$ cat config.mk
export PLATFORM = sky130hd
export DESIGN_NAME = uart_tx_sched
export DESIGN_NICKNAME = d
export VERILOG_FILES = /design/src/rtl/uart_pkg.sv /design/src/rtl/uart_bit_tick.sv /design/src/rtl/uart_tx_sched.sv
export SDC_FILE = /design/constraint.sdc
export NUM_CORES = 1
export LEC_CHECK = 0
export ABC_AREA = 1
export CORE_UTILIZATION = 49
export CTS_CLUSTER_DIAMETER = 200
export DETAILED_ROUTE_END_ITERATION = 10
export HOLD_SLACK_MARGIN = 0.08
export PLACE_DENSITY = 0.75
export SYNTH_ARGS = -nofsm -noshare
export SYNTH_HDL_FRONTEND = slang
export SYNTH_SLANG_ARGS = --single-unit
$ cat constraint.sdc
create_clock -name high_clk_in -period 1.5 [get_ports high_clk_in]
set_clock_uncertainty 0.1 [all_clocks]
set_input_delay 0.3 -clock high_clk_in [delete_from_list [all_inputs] [get_ports high_clk_in]]
set_output_delay 0.3 -clock high_clk_in [all_outputs]
set_load 0.03 [all_outputs]
$ cat src/rtl/uart_pkg.sv
// Shared types and constants for the shared 8N1 UART transmitter (uart_tx_sched).
// Latency: n/a (declarations only). Backpressure: n/a.
// Build option: UART_TX_PARITY_EN adds an even-parity bit, giving an 11-bit frame.
package uart_pkg;

    // Transmit FSM states (explicit encoding so waveforms stay readable across builds)
    typedef enum logic [2:0] {
        ST_IDLE   = 3'd0,
        ST_START  = 3'd1,
        ST_DATA   = 3'd2,
        ST_PARITY = 3'd3,
        ST_STOP   = 3'd4
    } state_t;

    // Width of the bit-period counter
    localparam int CNT_W = 16;

`ifdef UART_TX_PARITY_EN
    localparam int FRAME_BITS = 11;
`else
    localparam int FRAME_BITS = 10;
`endif

    // Terminal count of the bit-period counter: one bit lasts (result + 1) clocks
    function automatic logic [CNT_W-1:0] calc_divisor(input int high_clk, input int baud_clk);
        int v;
        v = high_clk / baud_clk - 1;
        return v[CNT_W-1:0];
    endfunction

endpackage

$ cat src/rtl/uart_bit_tick.sv
// Bit-period timer: pulses o_tick for one clock every DIVISOR+1 enabled clocks.
// Latency: tick is combinational from the counter; restart clears it on the next edge.
// Backpressure: i_enable=0 freezes the count; i_restart overrides to realign a new frame.
module uart_bit_tick
    import uart_pkg::*;
#(
    parameter logic [CNT_W-1:0] DIVISOR = 16'd433
) (
    input  logic i_clk,
    input  logic i_reset,
    input  logic i_enable,
    input  logic i_restart,
    output logic o_tick
);

    localparam logic [CNT_W-1:0] ONE = CNT_W'(1);

    logic [CNT_W-1:0] r_cnt;

    // Tick only on an enabled cycle so a frozen count never advances the FSM
    assign o_tick = i_enable && (r_cnt == DIVISOR);

    // Free-running modulo-(DIVISOR+1) counter, realigned to zero when a frame is accepted
    always_ff @(posedge i_clk) begin
        if (i_reset) begin
            r_cnt <= '0;
        end else if (i_restart) begin
            r_cnt <= '0;
        end else if (i_enable) begin
            r_cnt <= (r_cnt == DIVISOR) ? '0 : r_cnt + ONE;
        end
    end

endmodule

$ cat src/rtl/uart_tx_sched.sv
// Round-robin shares one 8N1 UART TX line between N_REQ byte requesters (optional parity: UART_TX_PARITY_EN).
// Latency: tx_out drops to the start bit the cycle after accept; frame = FRAME_BITS*(DIVISOR+1) cycles.
// Backpressure: req_ready pulses only in IDLE with enable=1; enable=0 freezes the frame in place.
module uart_tx_sched
    import uart_pkg::*;
#(
    parameter int HIGH_CLK = 50_000_000,
    parameter int BAUD_CLK = 115_200,
    parameter int N_REQ    = 2
) (
    input  logic               high_clk_in,
    input  logic               reset,
    input  logic               enable,
    input  logic [N_REQ-1:0]   req_valid,
    input  logic [8*N_REQ-1:0] req_data,
    output logic [N_REQ-1:0]   req_ready,
    output logic               tx_out,
    output logic               busy,
    output logic [1:0]         grant_id
);

    localparam logic [CNT_W-1:0] DIVISOR = calc_divisor(HIGH_CLK, BAUD_CLK);

    state_t      r_state;
    logic [7:0]  r_shift;
    logic [2:0]  r_bit_idx;
    logic        r_tx;
    logic [1:0]  r_grant;
    logic [1:0]  r_last_grant;
`ifdef UART_TX_PARITY_EN
    logic        r_parity;
`endif

    logic        w_tick;
    logic        w_found;
    logic        w_accept;
    logic [1:0]  w_winner;
    logic [1:0]  w_idx;
    logic [3:0]  w_valid4;
    logic [31:0] w_data32;
    logic [7:0]  w_byte;

    // Pad the request vectors to the 4-requester maximum so 2-bit indices are always in range
    assign w_valid4 = 4'(req_valid);
    assign w_data32 = 32'(req_data);
    assign w_byte   = w_data32[8*w_winner +: 8];

    uart_bit_tick #(
        .DIVISOR (DIVISOR)
    ) u_bit_tick (
        .i_clk     (high_clk_in),
        .i_reset   (reset),
        .i_enable  (enable),
        .i_restart (w_accept),
        .o_tick    (w_tick)
    );

    // Round-robin pick: scan from the farthest slot back to last_grant+1 so the nearest valid one wins
    always_comb begin
        w_found  = 1'b0;
        w_winner = r_last_grant;
        w_idx    = r_last_grant;
        for (int k = N_REQ; k >= 1; k--) begin
            w_idx = 2'((int'(r_last_grant) + k) % N_REQ);
            if (w_valid4[w_idx]) begin
                w_found  = 1'b1;
                w_winner = w_idx;
            end
        end
    end

    // Offer a single-cycle ready to the winner, only while idle and running
    always_comb begin
        w_accept  = (r_state == ST_IDLE) && enable && w_found;
        req_ready = w_accept ? (N_REQ'(1) << w_winner) : '0;
    end

    // Frame sequencer: latch on accept, then shift LSB-first on each bit tick
    always_ff @(posedge high_clk_in) begin
        if (reset) begin
            r_state      <= ST_IDLE;
            r_tx         <= 1'b1;
            r_grant      <= 2'd0;
            r_last_grant <= 2'(N_REQ - 1);
            r_bit_idx    <= 3'd0;
            r_shift      <= 8'd0;
`ifdef UART_TX_PARITY_EN
            r_parity     <= 1'b0;
`endif
        end else if (enable) begin
            case (r_state)
                ST_IDLE: begin
                    if (w_accept) begin
                        r_shift      <= w_byte;
`ifdef UART_TX_PARITY_EN
                        r_parity     <= ^w_byte;
`endif
                        r_grant      <= w_winner;
                        r_last_grant <= w_winner;
                        r_tx         <= 1'b0;
                        r_state      <= ST_START;
                    end
                end
                ST_START: begin
                    if (w_tick) begin
                        r_tx      <= r_shift[0];
                        r_shift   <= {1'b0, r_shift[7:1]};
                        r_bit_idx <= 3'd0;
                        r_state   <= ST_DATA;
                    end
                end
                ST_DATA: begin
                    if (w_tick) begin
                        if (r_bit_idx == 3'd7) begin
                            r_bit_idx <= 3'd0;
`ifdef UART_TX_PARITY_EN
                            r_tx      <= r_parity;
                            r_state   <= ST_PARITY;
`else
                            r_tx      <= 1'b1;
                            r_state   <= ST_STOP;
`endif
                        end else begin
                            r_bit_idx <= r_bit_idx + 3'd1;
                            r_tx      <= r_shift[0];
                            r_shift   <= {1'b0, r_shift[7:1]};
                        end
                    end
                end
                ST_PARITY: begin
                    if (w_tick) begin
                        r_tx    <= 1'b1;
                        r_state <= ST_STOP;
                    end
                end
                ST_STOP: begin
                    if (w_tick) begin
                        r_state <= ST_IDLE;
                    end
                end
                default: begin
                    r_tx    <= 1'b1;
                    r_state <= ST_IDLE;
                end
            endcase
        end
    end

    assign tx_out   = r_tx;
    assign busy     = (r_state != ST_IDLE);
    assign grant_id = r_grant;

endmodule

=== Yosys cells after proc, flatten, opt, wreduce, memory -nomap -nowiden ===
Cells that the tools add are included.

* Register bits after elaboration: 35
* Bits of input ports: 21
* Output and inout port bits: 6
* Word-level logic and storage cells: 75

* $add $sub $neg: 4
* Order comparisons: 2
* Eq/ne operators: 13
* Shift operators: 2
* Mux-type cells: 31
* Bitwise operators: 3
* Reductions and logical operators: 13

{| class="wikitable"
|+ Operator list
! kind !! count
|-
| $mux 8 || 4
|-
| $shiftx 32x6->8 || 1
|-
| $mux 3 || 8
|-
| $pmux 8 s3 || 1
|-
| $add 16x1->16 const B || 1
|-
| $eq 16x9->1 const B || 1
|-
| $mux 16 || 1
|-
| $pmux 3 s5 || 1
|-
| $reduce_and 6->1 || 2
|-
| $ne 2x1->1 const B || 5
|-
| $mux 1 || 9
|-
| $reduce_and 7->1 || 1
|-
| $eq 3x2->1 const B || 2
|-
| $eq 3x3->1 const B || 2
|-
| $lt 2x3->1 const B || 2
|-
| $mux 2 || 3
|-
| $pmux 3 s2 || 1
|-
| $reduce_bool 3->1 || 2
|-
| $pmux 1 s5 || 1
|-
| $bmux 1 s2 || 2
|-
| $ne 2x2->1 const B || 2
|-
| $reduce_and 4->1 || 1
|-
| $add 3x1->3 const B || 1
|-
| $eq 3x1->1 const B || 1
|-
| 9 further kinds || 13
|}

=== Logic depth before layout (Yosys ltp) ===
* Depth after elaboration: 9
* Mapped depth: 13
* Mapped depth without buffers: 12

=== Modules after synthesis ===
Synthesis repeated with hierarchy kept, for this count alone.

* Cells, all modules: 354
* Area, all modules: 2113.3 um^2

{| class="wikitable"
|+ Modules (own cells, without submodules)
! module !! times used !! cells each !! area an instance (um^2) !! seq. area each (um^2)
|-
| uart_tx_sched || 1 || 198 || 1147.4 || 360.3
|-
| uart_bit_tick || 1 || 156 || 965.9 || 320.3
|}

=== Worst setup path after synthesis ===
No wires, ideal clock.

* Kind: register to output
* Start point: register r_state[0]
* End point: output port req_ready[0]
* Arrival: 1348 ps
* Data required time: 1100 ps
* Setup slack: -248 ps
* Stages on the path, launching flop included: 6
* Cells stage by stage: dfxtp_1 -> nor2_2 -> nand2_4 -> nor2_1 -> o21ai_2 -> nor2_1

* Cells in the longest elaborated chain, start to end: 4

{| class="wikitable"
|+ RTL lines
! element !! line !! text
|-
| start, declared || uart_tx_sched.sv:24 || <nowiki>state_t r_state;</nowiki>
|-
| start signal, assigned || uart_tx_sched.sv:81 || <nowiki>r_state <= ST_IDLE;</nowiki>
|-
| start signal, assigned || uart_tx_sched.sv:101 || <nowiki>r_state <= ST_START;</nowiki>
|-
| start signal, assigned || uart_tx_sched.sv:109 || <nowiki>r_state <= ST_DATA;</nowiki>
|-
| $logic_not 3->1 || uart_tx_sched.sv:74 || <nowiki>w_accept = (r_state == ST_IDLE) && enable && w_found;</nowiki>
|-
| $logic_and 1x1->1 (2 in series) || uart_tx_sched.sv:74 ||
|-
| $mux 2 || uart_tx_sched.sv:75 || <nowiki>req_ready = w_accept ? (N_REQ'(1) << w_winner) : '0;</nowiki>
|-
| end, declared || uart_tx_sched.sv:16 || <nowiki>output logic [N_REQ-1:0] req_ready,</nowiki>
|}

No other way between the ends.

=== Worst setup path in the final report ===
* Start point: register r_state[1]
* End point: output port req_ready[0]

The elaborated chain is that of the path after synthesis.

==> impl_metrics.csv <==
group,metric,value,unit
floorplan,start_util,51.1,%
global_route,grt_overflow_total,0,
timing,rsz0062_at_grt,"yes",
layout,diodes,0,
clock_tree,cts_sinks,34,
floorplan,die_height,66.6,µm
logic_synthesis,avgSynthCellArea,6.41,µm²
drt,wl_per_cell,14.0,µm
outcome,status,"finished, violations left",
critical_path,path_cells,"nor2_4 -> nand2_4 -> nor2_4 -> o21ai_4 -> nor2_4 -> buf_6",
global_route,grt.met2_usage,44.4,%
timing,hold_ws,0.376,ns
timing,min_period,1.72,ns
timing,drv_slew,0,
timing,tightestPinTransition,0.296,ns
critical_path,worstSetupEndpointType,"output port",
outcome,violations,"negative setup slack",
global_route,grt.total_usage,25.9,%
floorplan,rows,23,
logic_synthesis,synth.net_count,344,
place,hpwlAfterDp,3630,µm
logic_synthesis,ys_seq_area_share,33.3,%
layout,fin_nets,421,
clock_tree,clock_latency,0.28,ns
layout,drive_gt1_share,36.9,%
power_and_ir_drop,pwr_density_cell,1470,nW/µm²
flow_run,max_cap_violations,0,
logic_synthesis,ys_ff_latch,34,
critical_path,cp_slowest_cell,"dfxtp_2",
logic_synthesis,ys_types,30,
floorplan,pin_count,27,
drt,drt-total-wl,6250,µm
global_route,use_met3,4.11,%
global_route,grt_use_met1,33.1,%
critical_path,ff2ff_setup_slack,-0.18,ns
logic_synthesis,yosysWarnings,0,
timing,relSlewSlack,80.1,%
global_route,grt_antenna_before_repair,0,
critical_path,max_stage_delay,0.34,ns
global_route,grt_pass1_vias,1952,
global_route,grt_start_max_net_pins,16,
place,gp_congestion,0.804,
place,port_buffers,26,
timing,setup_ws,-0.222,ns
drt,final_antenna_net_count,0,
clock_tree,tritoncts,"yes",
critical_path,crit_top_cell,"nor2_4",
drt,routed_via_density,5.19,
drt,drcViolationCount,0,
clock_tree,clk_pin_slew_worst_paths,0.07,ns
global_route,busiest_layer,"met2",
clock_tree,cts_root_buffer,"clkbuf_8",
floorplan,die-area,4430,µm²
critical_path,worstPathMaxFanout,4,
logic_synthesis,synth_area,2040,µm²
logic_synthesis,postSynthCellCount,319,
power_and_ir_drop,ir_drop,0.000969,V
global_route,grt_pass1_wl,8740,µm
hold_path,worstHoldPathType,"flop to flop",
clock_tree,cts_buffers,5,
clock_tree,hold_buffers,0,
power_and_ir_drop,power_leakage,1.40,nW
drt,dr.first_iter.drc_count,172,
critical_path,crit_type,"flop to output port",
timing,finalCritPeriodShare,115,%
critical_path,crit_path_start_kind,"flop",
floorplan,die_w,66.6,µm
timing,tns,-2.59,ns
timing,fmax,581,MHz
floorplan,core,4000,µm²
critical_path,cp.arrival,1.32,ns
timing,report.final.hold_viol_count,0,
timing,setup_violations,30,
critical_path,cp.required,1.10,ns
drt,drt_pre_antenna_iters,5,
drt,vias,2315,
clock_tree,htree_num_levels,2,
layout,area_growth_syn_to_layout,55.5,%
clock_tree,clockBufferDepth,2,
cell families (layout without fill, tap and decap cells):
family	Yosys count	after routing	share of synthesized area [%]
adders and majority gates	4	4	2.45
and+or+nand+nor	200	201	43.4
DFF	34	34	33.3
xor gates and xnor gates	3	3	1.29
AOI/OAI and AO/OA	32	32	8.88
buffers and inverters	46	122	10.7
stage by stage:
step                utilization [%]  cells  setup slack (ns)  cell area, µm²  power [mW]
floorplan                         -    319           -0.0141            2070        2.50
global placement               65.6    427            -0.536            2620        3.13
detailed placement             65.6    427            -0.580            2620        3.17
CTS                            74.4    440            -0.186            2980        4.35
global route                   79.4    446            -0.261            3180        4.92
finish                         79.4    446            -0.222            3180        4.66
flip-flops by register name (all words and copies together) (netlist names):
name              cells
grant_id              2
r_bit_idx             3
r_state               3
tx_out                1
r_last_grant          1
u_bit_tick.r_cnt     16
r_shift               8
power breakdown:
group          switching, mW  internal [mW]  total, mW
Clock                  0.338          0.532      0.870
Sequential             0.112           1.09       1.20
Combinational           1.52           1.07       2.59
Total                   1.97           2.69       4.66
timing repair:
| item | CTS | global route |
|---|---|---|
| pin swaps | 20 | 15 |
| gates resized for setup | 66 | 43 |
| buffers inserted | 5 | 6 |
| gates cloned | 1 | 0 |
| setup endpoints to repair | 38 | 36 |
per-layer routing:
metal,vias up,routed length (µm)
met5,-,0
met4,0,85
met3,12,406
met2,98,3130
met1,1042,2630
li1,1163,-
Yosys cell counts:
master / instances / area [µm²]
nand2_1: 93 / 349
nor2_1: 54 / 203
dfxtp_1: 34 / 681
inv_1: 34 / 128
nand3_1: 24 / 120
a21oi_1: 13 / 65.1
o21ai_0: 13 / 65.1
nor3_1: 7 / 35.0
nand4_1: 6 / 37.5
ha_1: 4 / 50.1
inv_2: 4 / 15.0
nand2_2: 4 / 25.0
nor2_2: 4 / 25.0
buf_6: 3 / 33.8
nand2_4: 3 / 33.8
a211oi_1: 2 / 15.0
buf_2: 2 / 10.0
nor2_4: 2 / 22.5
xor2_1: 2 / 17.5
a21oi_4: 1 / 16.3
a31oi_1: 1 / 6.26
buf_4: 1 / 7.51
clkbuf_8: 1 / 13.8
inv_8: 1 / 11.3
nand3_4: 1 / 17.5
nor3_2: 1 / 10.0
nor3b_1: 1 / 7.51
o21ai_1: 1 / 5.00
o21ai_2: 1 / 8.76
xnor2_1: 1 / 8.76
cell usage in the layout (no fill, tap or decap), drive strengths merged:
master,synthesis,final
nor3b,1,1
nor3,8,8
clkbuf,1,7
a31oi,1,1
ha,4,4
nand3,25,26
buf,6,53
bufinv,0,1
o21ai,15,15
xor2,2,2
nand2,100,100
xnor2,1,1
nor2,60,60
dfxtp,34,34
nand4,6,6
dlygate4sd2,0,5
a211oi,2,2
a21oi,14,14
clkdlybuf4s50,0,17
inv,39,39
worst max-delay path, delay by kind of cell (launching register included):
kind	cells	cell delay [ns]
and+or+nand+nor	4	0.44
AOI/OAI and AO/OA	1	0.10
DFF	1	0.34
buffers and inverters	1	0.14
path summary, 6_finish.rpt:
check / from / to / depth (start not counted)
max reg2reg: u_bit_tick.r_cnt[1]$_SDFFE_PP0P_ / r_shift[5]$_SDFFE_PP0P_ / 12
min: r_bit_idx[1]$_SDFFE_PP0P_ / r_bit_idx[1]$_SDFFE_PP0P_ / 2
max: r_state[1]$_SDFFE_PP0P_ / req_ready[0] / 6
min reg2reg: r_bit_idx[1]$_SDFFE_PP0P_ / r_bit_idx[1]$_SDFFE_PP0P_ / 2
layout make-up:
| type | instances | area, µm² |
|---|---|---|
| multi-input cells | 240 | 1470 |
| clock inverters | 1 | 30.0 |
| repair buffers | 76 | 674 |
| well taps | 50 | 62.6 |
| inverters | 39 | 161 |
| fillers | 268 | 823 |
| clock buffers | 6 | 82.6 |
| flip-flops and latches | 34 | 693 |
No activity file was read; power rests on OpenSTA's default activity.
